===== config.mk =====
export PLATFORM = sky130hd
export DESIGN_NAME = conv_layer_stream
export DESIGN_NICKNAME = d
export VERILOG_FILES = /design/src/rtl/conv_layer_stream.sv
export SDC_FILE = /design/constraint.sdc
export NUM_CORES = 2
export LEC_CHECK = 0
export CAP_MARGIN = 20
export CORE_UTILIZATION = 63
export CTS_CLUSTER_DIAMETER = 200
export DETAILED_ROUTE_END_ITERATION = 12
export PLACE_DENSITY_LB_ADDON = 0.08
export SYNTH_ARGS = -nofsm -noshare
export SYNTH_HDL_FRONTEND = slang
export SYNTH_SLANG_ARGS = --single-unit

===== constraint.sdc =====
create_clock -name clk -period 12.3 [get_ports clk]
set_input_delay 3.69 -clock clk [delete_from_list [all_inputs] [get_ports clk]]
set_output_delay 3.69 -clock clk [all_outputs]
set_load 0.02 [all_outputs]

===== src/rtl/conv_layer_stream.sv =====
// Streaming 2-D convolution: raster-order pixels in, one multi-channel result per
// qualifying window out, through a 3-stage capture / MAC / shift-ReLU-saturate pipeline.
module conv_layer_stream #(
  parameter int D_WIDTH     = 8,
  parameter int Q_WIDTH     = 8,
  parameter int D_CHANNELS  = 1,
  parameter int Q_CHANNELS  = 1,
  parameter int FILTER_SIZE = 3,
  parameter int IMAGE_SIZE  = 8,
  parameter int STRIDE      = 1,
  parameter int SHIFT       = 0,
  parameter int RELU        = 0,
  localparam int NW   = Q_CHANNELS * D_CHANNELS * FILTER_SIZE * FILTER_SIZE,
  localparam int WA_W = (NW > 1) ? $clog2(NW) : 1
) (
  input  logic                            clk,
  input  logic                            rst,
  input  logic [D_WIDTH*D_CHANNELS-1:0]   in_data,
  input  logic                            in_valid,
  output logic                            in_ready,
  input  logic                            w_wr_en,
  input  logic [WA_W-1:0]                 w_wr_addr,
  input  logic [D_WIDTH-1:0]              w_wr_data,
  output logic [Q_WIDTH*Q_CHANNELS-1:0]   out_data,
  output logic                            out_valid,
  input  logic                            out_ready,
  output logic                            out_last
);

  localparam int F        = FILTER_SIZE;
  localparam int N        = IMAGE_SIZE;
  localparam int CNT_W    = (N > 1) ? $clog2(N) : 1;
  localparam int PW       = 2 * D_WIDTH;
  localparam int ACC_W    = 2 * D_WIDTH + $clog2(D_CHANNELS * F * F);
  localparam int LAST_POS = (F - 1) + ((N - F) / STRIDE) * STRIDE;

  localparam logic signed [ACC_W-1:0] Q_MAX = {{(ACC_W-Q_WIDTH+1){1'b0}}, {(Q_WIDTH-1){1'b1}}};
  localparam logic signed [ACC_W-1:0] Q_MIN = {{(ACC_W-Q_WIDTH+1){1'b1}}, {(Q_WIDTH-1){1'b0}}};

  logic [CNT_W-1:0] row, col;
  logic             stall, accept, win_hit, win_last;
  logic             s1_valid, s1_last, s2_valid, s2_last;

  logic signed [D_WIDTH-1:0] weights [NW];
  logic signed [D_WIDTH-1:0] win     [D_CHANNELS][F][F];
  logic signed [D_WIDTH-1:0] lbuf    [D_CHANNELS][F-1][N];
  logic signed [D_WIDTH-1:0] pix     [D_CHANNELS];
  logic signed [ACC_W-1:0]   sum_c   [Q_CHANNELS];
  logic signed [ACC_W-1:0]   acc     [Q_CHANNELS];
  logic signed [PW-1:0]      prod_c;
  logic signed [ACC_W-1:0]   clamp_c;
  logic [Q_WIDTH*Q_CHANNELS-1:0] result_c;

  assign stall    = out_valid && !out_ready;
  assign in_ready = !stall && !rst;
  assign accept   = in_valid && in_ready;

  // True when a row/column index lies on the stride grid of window anchors.
  function automatic logic on_grid(input logic [CNT_W-1:0] pos);
    int p;
    p = int'(pos);
    return (p >= F - 1) && (((p - (F - 1)) % STRIDE) == 0);
  endfunction

  assign win_hit  = on_grid(row) && on_grid(col);
  assign win_last = (row == CNT_W'(LAST_POS)) && (col == CNT_W'(LAST_POS));

  always_comb begin
    for (int d = 0; d < D_CHANNELS; d++) pix[d] = in_data[D_WIDTH*d +: D_WIDTH];
  end

  always_ff @(posedge clk) begin
    if (rst) begin
      row       <= '0;
      col       <= '0;
      s1_valid  <= 1'b0;
      s1_last   <= 1'b0;
      s2_valid  <= 1'b0;
      s2_last   <= 1'b0;
      out_valid <= 1'b0;
      out_last  <= 1'b0;
      out_data  <= '0;
    end else if (!stall) begin
      if (accept) begin
        if (col == CNT_W'(N - 1)) begin
          col <= '0;
          row <= (row == CNT_W'(N - 1)) ? '0 : row + 1'b1;
        end else begin
          col <= col + 1'b1;
        end
      end
      s1_valid  <= accept && win_hit;
      s1_last   <= accept && win_hit && win_last;
      s2_valid  <= s1_valid;
      s2_last   <= s1_last;
      out_valid <= s2_valid;
      if (s2_valid) begin
        out_data <= result_c;
        out_last <= s2_last;
      end
    end
  end

  // Weight writes are independent of the stream handshake, so they proceed during stalls.
  always_ff @(posedge clk) begin
    if (rst) begin
      for (int i = 0; i < NW; i++) weights[i] <= '0;
    end else if (w_wr_en && (int'(w_wr_addr) < NW)) begin
      weights[w_wr_addr] <= w_wr_data;
    end
  end

  // S1: window shifts left; new right column is the line-buffer column plus the new pixel.
  always_ff @(posedge clk) begin
    if (accept) begin
      for (int d = 0; d < D_CHANNELS; d++) begin
        for (int r = 0; r < F; r++) begin
          for (int c = 0; c < F - 1; c++) win[d][r][c] <= win[d][r][c+1];
        end
        for (int r = 0; r < F - 1; r++) win[d][r][F-1] <= lbuf[d][r][col];
        win[d][F-1][F-1] <= pix[d];
        for (int k = 0; k < F - 2; k++) lbuf[d][k][col] <= lbuf[d][k+1][col];
        lbuf[d][F-2][col] <= pix[d];
      end
    end
  end

  always_comb begin
    prod_c = '0;
    for (int q = 0; q < Q_CHANNELS; q++) begin
      sum_c[q] = '0;
      for (int d = 0; d < D_CHANNELS; d++) begin
        for (int r = 0; r < F; r++) begin
          for (int c = 0; c < F; c++) begin
            prod_c   = PW'(win[d][r][c]) * PW'(weights[(q*D_CHANNELS + d)*F*F + r*F + c]);
            sum_c[q] = sum_c[q] + ACC_W'(prod_c);
          end
        end
      end
    end
  end

  // S2: accumulator register.
  always_ff @(posedge clk) begin
    if (!stall) begin
      for (int q = 0; q < Q_CHANNELS; q++) acc[q] <= sum_c[q];
    end
  end

  // S3 combinational part: shift, optional ReLU, saturate to Q_WIDTH.
  always_comb begin
    result_c = '0;
    clamp_c  = '0;
    for (int q = 0; q < Q_CHANNELS; q++) begin
      clamp_c = acc[q] >>> SHIFT;
      if ((RELU != 0) && (clamp_c < 0)) clamp_c = '0;
      if (clamp_c > Q_MAX) clamp_c = Q_MAX;
      else if (clamp_c < Q_MIN) clamp_c = Q_MIN;
      result_c[Q_WIDTH*q +: Q_WIDTH] = clamp_c[Q_WIDTH-1:0];
    end
  end

endmodule


; ---- Word-level counts from Yosys, hierarchy flattened
; Memory sizes are Yosys's and may differ from the RTL's.
; Index checks and enable logic that the tools add are counted.
[word_totals]
word_cells = 83
ff_bits = 20
memories = 4
inputBits = 25
mem_bits_rw = 292
[mem_list]
columns = name, depth, width, read_ports, rd_clocked_by_memory_dff, wr, line_no
row1 = lbuf, 1, 128, 1, 0, 2, 46  ; logic signed [D_WIDTH-1:0] lbuf [D_CHANNELS][F-1][N];
row2 = weights, 9, 8, 9, 0, 9, 44  ; logic signed [D_WIDTH-1:0] weights [NW];
row3 = win, 1, 72, 1, 0, 9, 45  ; logic signed [D_WIDTH-1:0] win [D_CHANNELS][F][F];
row4 = acc, 1, 20, 1, 0, 1, 49  ; logic signed [ACC_W-1:0] acc [Q_CHANNELS];
[classes]
reduce_logical = 16
eq_ne = 2
muxes = 24
magnitude_cmp = 7
multipliers = 9
bitwise_logic = 2
addsub = 10
[op_table]
columns = operator, count
row1 = 8-bit by 8-bit multiplier with 16-bit output, 9
row2 = 20-bit by 16-bit adder with 20-bit output, 4
row3 = 64-bit two-way mux, 1
row4 = 8-bit two-way mux, 8
row5 = 8-bit binary-select mux with 3-bit select, 2
row6 = 8-bit demux with 3-bit select, 1
row7 = 19-bit by 16-bit adder with 20-bit output, 1
row8 = "20-bit by 8-bit > comparator with 1-bit output, second input constant", 1
row9 = "20-bit by 8-bit less-than comparator with 1-bit output, second input constant", 1
row10 = 18-bit by 16-bit adder with 19-bit output, 1
row11 = 17-bit by 16-bit adder with 18-bit output, 1
row12 = 16-bit by 16-bit adder with 17-bit output, 1
row13 = 1-bit logical AND, 9
row14 = 1-bit two-way mux, 9
row15 = 8-bit OR reduction, 1
row16 = "3-bit by 1-bit adder with 3-bit output, second input constant", 2
row17 = "3-bit == test, second input constant", 2
row18 = "3-bit by 2-bit >= comparator with 1-bit output, second input constant", 2
row19 = 3-bit two-way mux, 2
row20 = "4-bit >= comparator, second input constant", 1
row21 = "4-bit by 1-bit less-than comparator with 1-bit output, second input constant", 1
row22 = "4-bit less-than comparator, second input constant", 1
row23 = 4-bit two-way mux, 1
row24 = 3-bit NOT with 4-bit output, 1
row25 = other kinds (4), 7

; ---- Logic depth before layout (Yosys ltp)
; An unclocked memory read counts as a cell.
[depth]
word_depth = 10
depth_mapped = 28
ltp_nobuf = 27

; ---- Worst setup path after synthesis
; OpenSTA, ideal clock, no wires.
[synth_timing]
path_type = in2out
from = input out_ready
to = output in_ready
n_path_buf = 1
stages = 3
setup_slack_ps = 4422
required_ps = 8610
t_arrival_ps = 4188
cell_sequence = nor2b_1 clkbuf_1 nor2_1
[synth_via]
elab_chain_cells = 4
[synth_lines]
columns = item, line_no
row1 = from (decl), 26  ; input logic out_ready,
row2 = 1-bit zero test, 54  ; assign stall = out_valid && !out_ready;
row3 = 1-bit logical AND, 54
row4 = 1-bit zero test, --
row5 = 1-bit logical AND, 55  ; assign in_ready = !stall && !rst;
row6 = to (decl), 20  ; output logic in_ready,
; Every way passes these cells.

; ---- Final worst setup path
[layout_timing]
from = input rst
to = output in_ready
[layout_via]
elab_chain_cells = 2
[layout_lines]
columns = item, line_no
row1 = from (decl), 17  ; input logic rst,
row2 = 1-bit zero test, 55
row3 = 1-bit logical AND, 55
; Every way passes these cells.

==> metrics.yaml <==
outcome:
  status: "completed"
floorplan:
  core_area_um2: 56710
  die_w_um: 242.5
  die_area_um2: 58800
  placementRows: 87
  die_h_um: 242.5
  start_util: 0.6424
  ioPinCount: 36
yosys:
  yosysUniqueCellTypes: 47
  synth_top_family_by_area: "adder cells"
  synth.largest_area_cell: "fa_1"
  synth_area_leaders: "fa_1, edfxtp_1, inv_1, and2_1, ha_1"
  netlist_area_um2: 36430
  synth_xor_area_frac: 0.007212
  seq_area_frac_synth: 0.2517
  synth_area_per_cell_um2: 11.79
  ys_ff_latch: 312
  ys_async_sr_fraction: 0
  synth_top_area_frac: 0.4341
  synth_edf_count: 292
  synth-simple-area-share: 0.1121
  synthFlopType: "edfxtp_1"
  syn_inst: 3091
  synthMuxAreaShare: 0.02473
  synth_compound_area_frac: 0.01133
  synthAdderAreaFrac: 0.5007
  syn_nets: 4100
  ys_warn_count: 0
clock_tree:
  htreeDepth: 2
  cts_buffers: 38
  root_buffer: "clkbuf_16"
  cts_sinks: 312
  clk_pin_slew_worst_paths_ns: 0.05
  clk_latency_ns: 0.58
  clockBufferDepth: 3
  hold_buffers: 0
  cts_tree: "yes"
  cts-resized-gates: 0
  cts_setup_buffers: 0
critical_path:
  r2r_end: "acc[0][19]$_DFFE_PN_"
  cp.arrival_ns: 5.49
  cp.required_ns: 8.61
  rrSetupSlack_ns: 3.90
  cp-start-kind: "primary input"
  critPathMaxFanout: 31
  path_class: "in2out"
  r2r_start: "weights[6][1]$_SDFFCE_PN0P_"
  worst_setup_path_end_kind: "primary output"
  ff2ff_path_depth: 23
layout:
  num-fill-cells: 4224
  area_growth_syn_to_layout_pct: 7.061
  drive_gt1_frac: 0.04303
  finalNetCount: 4165
  layout_common_cells: "inv_1, fa_1, and2_1"
  final_common_cell: "inv_1"
sta:
  maxSlewHeadroom: 0.3031
  max_freq_mhz: 109.0
  max_slew.worst_pin.slew_ns: 1.042
  tns_ns: 0
  final-setup-viol-count: 0
  skew_ns: 0.01789
  fin_crit_ns: 9.176
  rsz0062_at_grt: "no"
  hold_viol: 0
  slew_violations: 0
  fin_crit_sh: 0.7460
global_route:
  grt_use_met1: 0.4386
  grtUsageMet2: 0.5395
  first_global_vias: 23990
  gr-max-usage-layer: "met2"
  antenna_found_initial: 1
  grt_pass1_wl_um: 139400
  grtUsageMet3: 0.05295
  overflow: 0
  grtUsageTotal: 0.3230
  grt_max_degree: 41
route:
  first_pass_iters: 5
  drc_errors: 0
  drt-initial-drc-count: 1384
  wl_per_cell_um: 22.36
  drt-vias-per-instance: 5.424
  antenna_left: 0
  finalWirelength_um: 88130
  vias: 21380
placed_design:
  dp_hpwl_um: 74180
  io_buffers: 35
  gp_congestion: 0.9376
hold_path:
  min-delay-path-class: "reg2reg"
  worstHoldStart: "out_data[6]$_SDFFE_PP0P_"
  holdPathEnd: "out_data[6]$_SDFFE_PP0P_"
  whs_path_depth: 2
run:
  cap_violations: 0
## metrics by stage
| stage | setup slack [ns] | hold slack, ns | std cells | instance area [µm²] | util |
|---|---|---|---|---|---|
| global placement | 3.196 | 0.4421 | 3872 | 37770 | 0.6660 |
| finish | 3.124 | 0.4574 | 3942 | 39010 | 0.6878 |
| detailed placement | 3.215 | 0.4479 | 3872 | 37770 | 0.6660 |
| floorplan | 4.422 | 0.4244 | 3091 | 36430 | - |
| CTS | 3.215 | 0.4563 | 3940 | 39000 | 0.6877 |
| global route | 3.174 | 0.4781 | 3940 | 39000 | 0.6877 |
## metal layers
metal  part of all wire  wire length [µm]
met1               0.40             35620
met2               0.50             43900
met3              0.066              5792
met4              0.032              2819
met5                  0                 0
## logic make-up (layout without fill, tap and decap cells)
logic type               Yosys count  in the layout
flip-flops                       312            312
AND/OR/NAND/NOR                  756            756
multiplexers                      48             48
other                              0              2
adder cells (fa/ha/maj)          984            984
buffers and inverters            894            987
XOR/XNOR                          30             30
AO/OA/AOI/OAI                     67             67
## cell usage after synthesis (15+ instances only)
cell / number
nand2_1: 214
fa_1: 790
nor2_1: 39
xnor2_1: 26
o21ai_0: 18
dfxtp_1: 20
clkbuf_1: 15
and2_1: 391
mux2_2: 16
inv_1: 874
nor2b_1: 33
ha_1: 194
mux4_2: 32
edfxtp_1: 292
nand2b_1: 37
a21oi_1: 26
## flip-flops by register name, indices dropped and copies added, names as in the netlist, 3 cells and up
name	count
lbuf	128
weights	72
win	72
acc	20
out_data	8
col	3
row	3
## final cells by class
| cell class | count | area (µm²) | area share |
|---|---|---|---|
| clock buffers | 42 | 965.9 | 0.02476 |
| clock inverters | 26 | 261.5 | 0.006704 |
| multi-input cells | 1885 | 23950 | 0.6141 |
| inverters | 875 | 3286 | 0.08423 |
| repair buffers | 44 | 417.9 | 0.01071 |
| diodes | 2 | 5.005 | 0.0001283 |
| flip-flops and latches | 312 | 9170 | 0.2351 |
| well taps | 756 | 945.9 | 0.02425 |
## worst max-delay path by stage
| stage | startpoint | end | cells past startpoint |
|---|---|---|---|
| 2_1_floorplan | out_ready | in_ready | 3 |
| 3_3_place_gp | rst | in_ready | 4 |
| 3_5_place_dp | rst | in_ready | 4 |
| 4_1_cts | rst | in_ready | 4 |
| 5_1_grt | rst | in_ready | 4 |
| 6_report | rst | in_ready | 4 |
## worst max-delay path, cell delays in order
cell,delay [ns]
clkdlybuf4s50_1,0.40
buf_4,0.28
nor2_1,0.42
clkdlybuf4s50_1,0.69
Power is not shown: default switching activity piles up to over one toggle a cycle in this logic, so the estimate is an artifact.
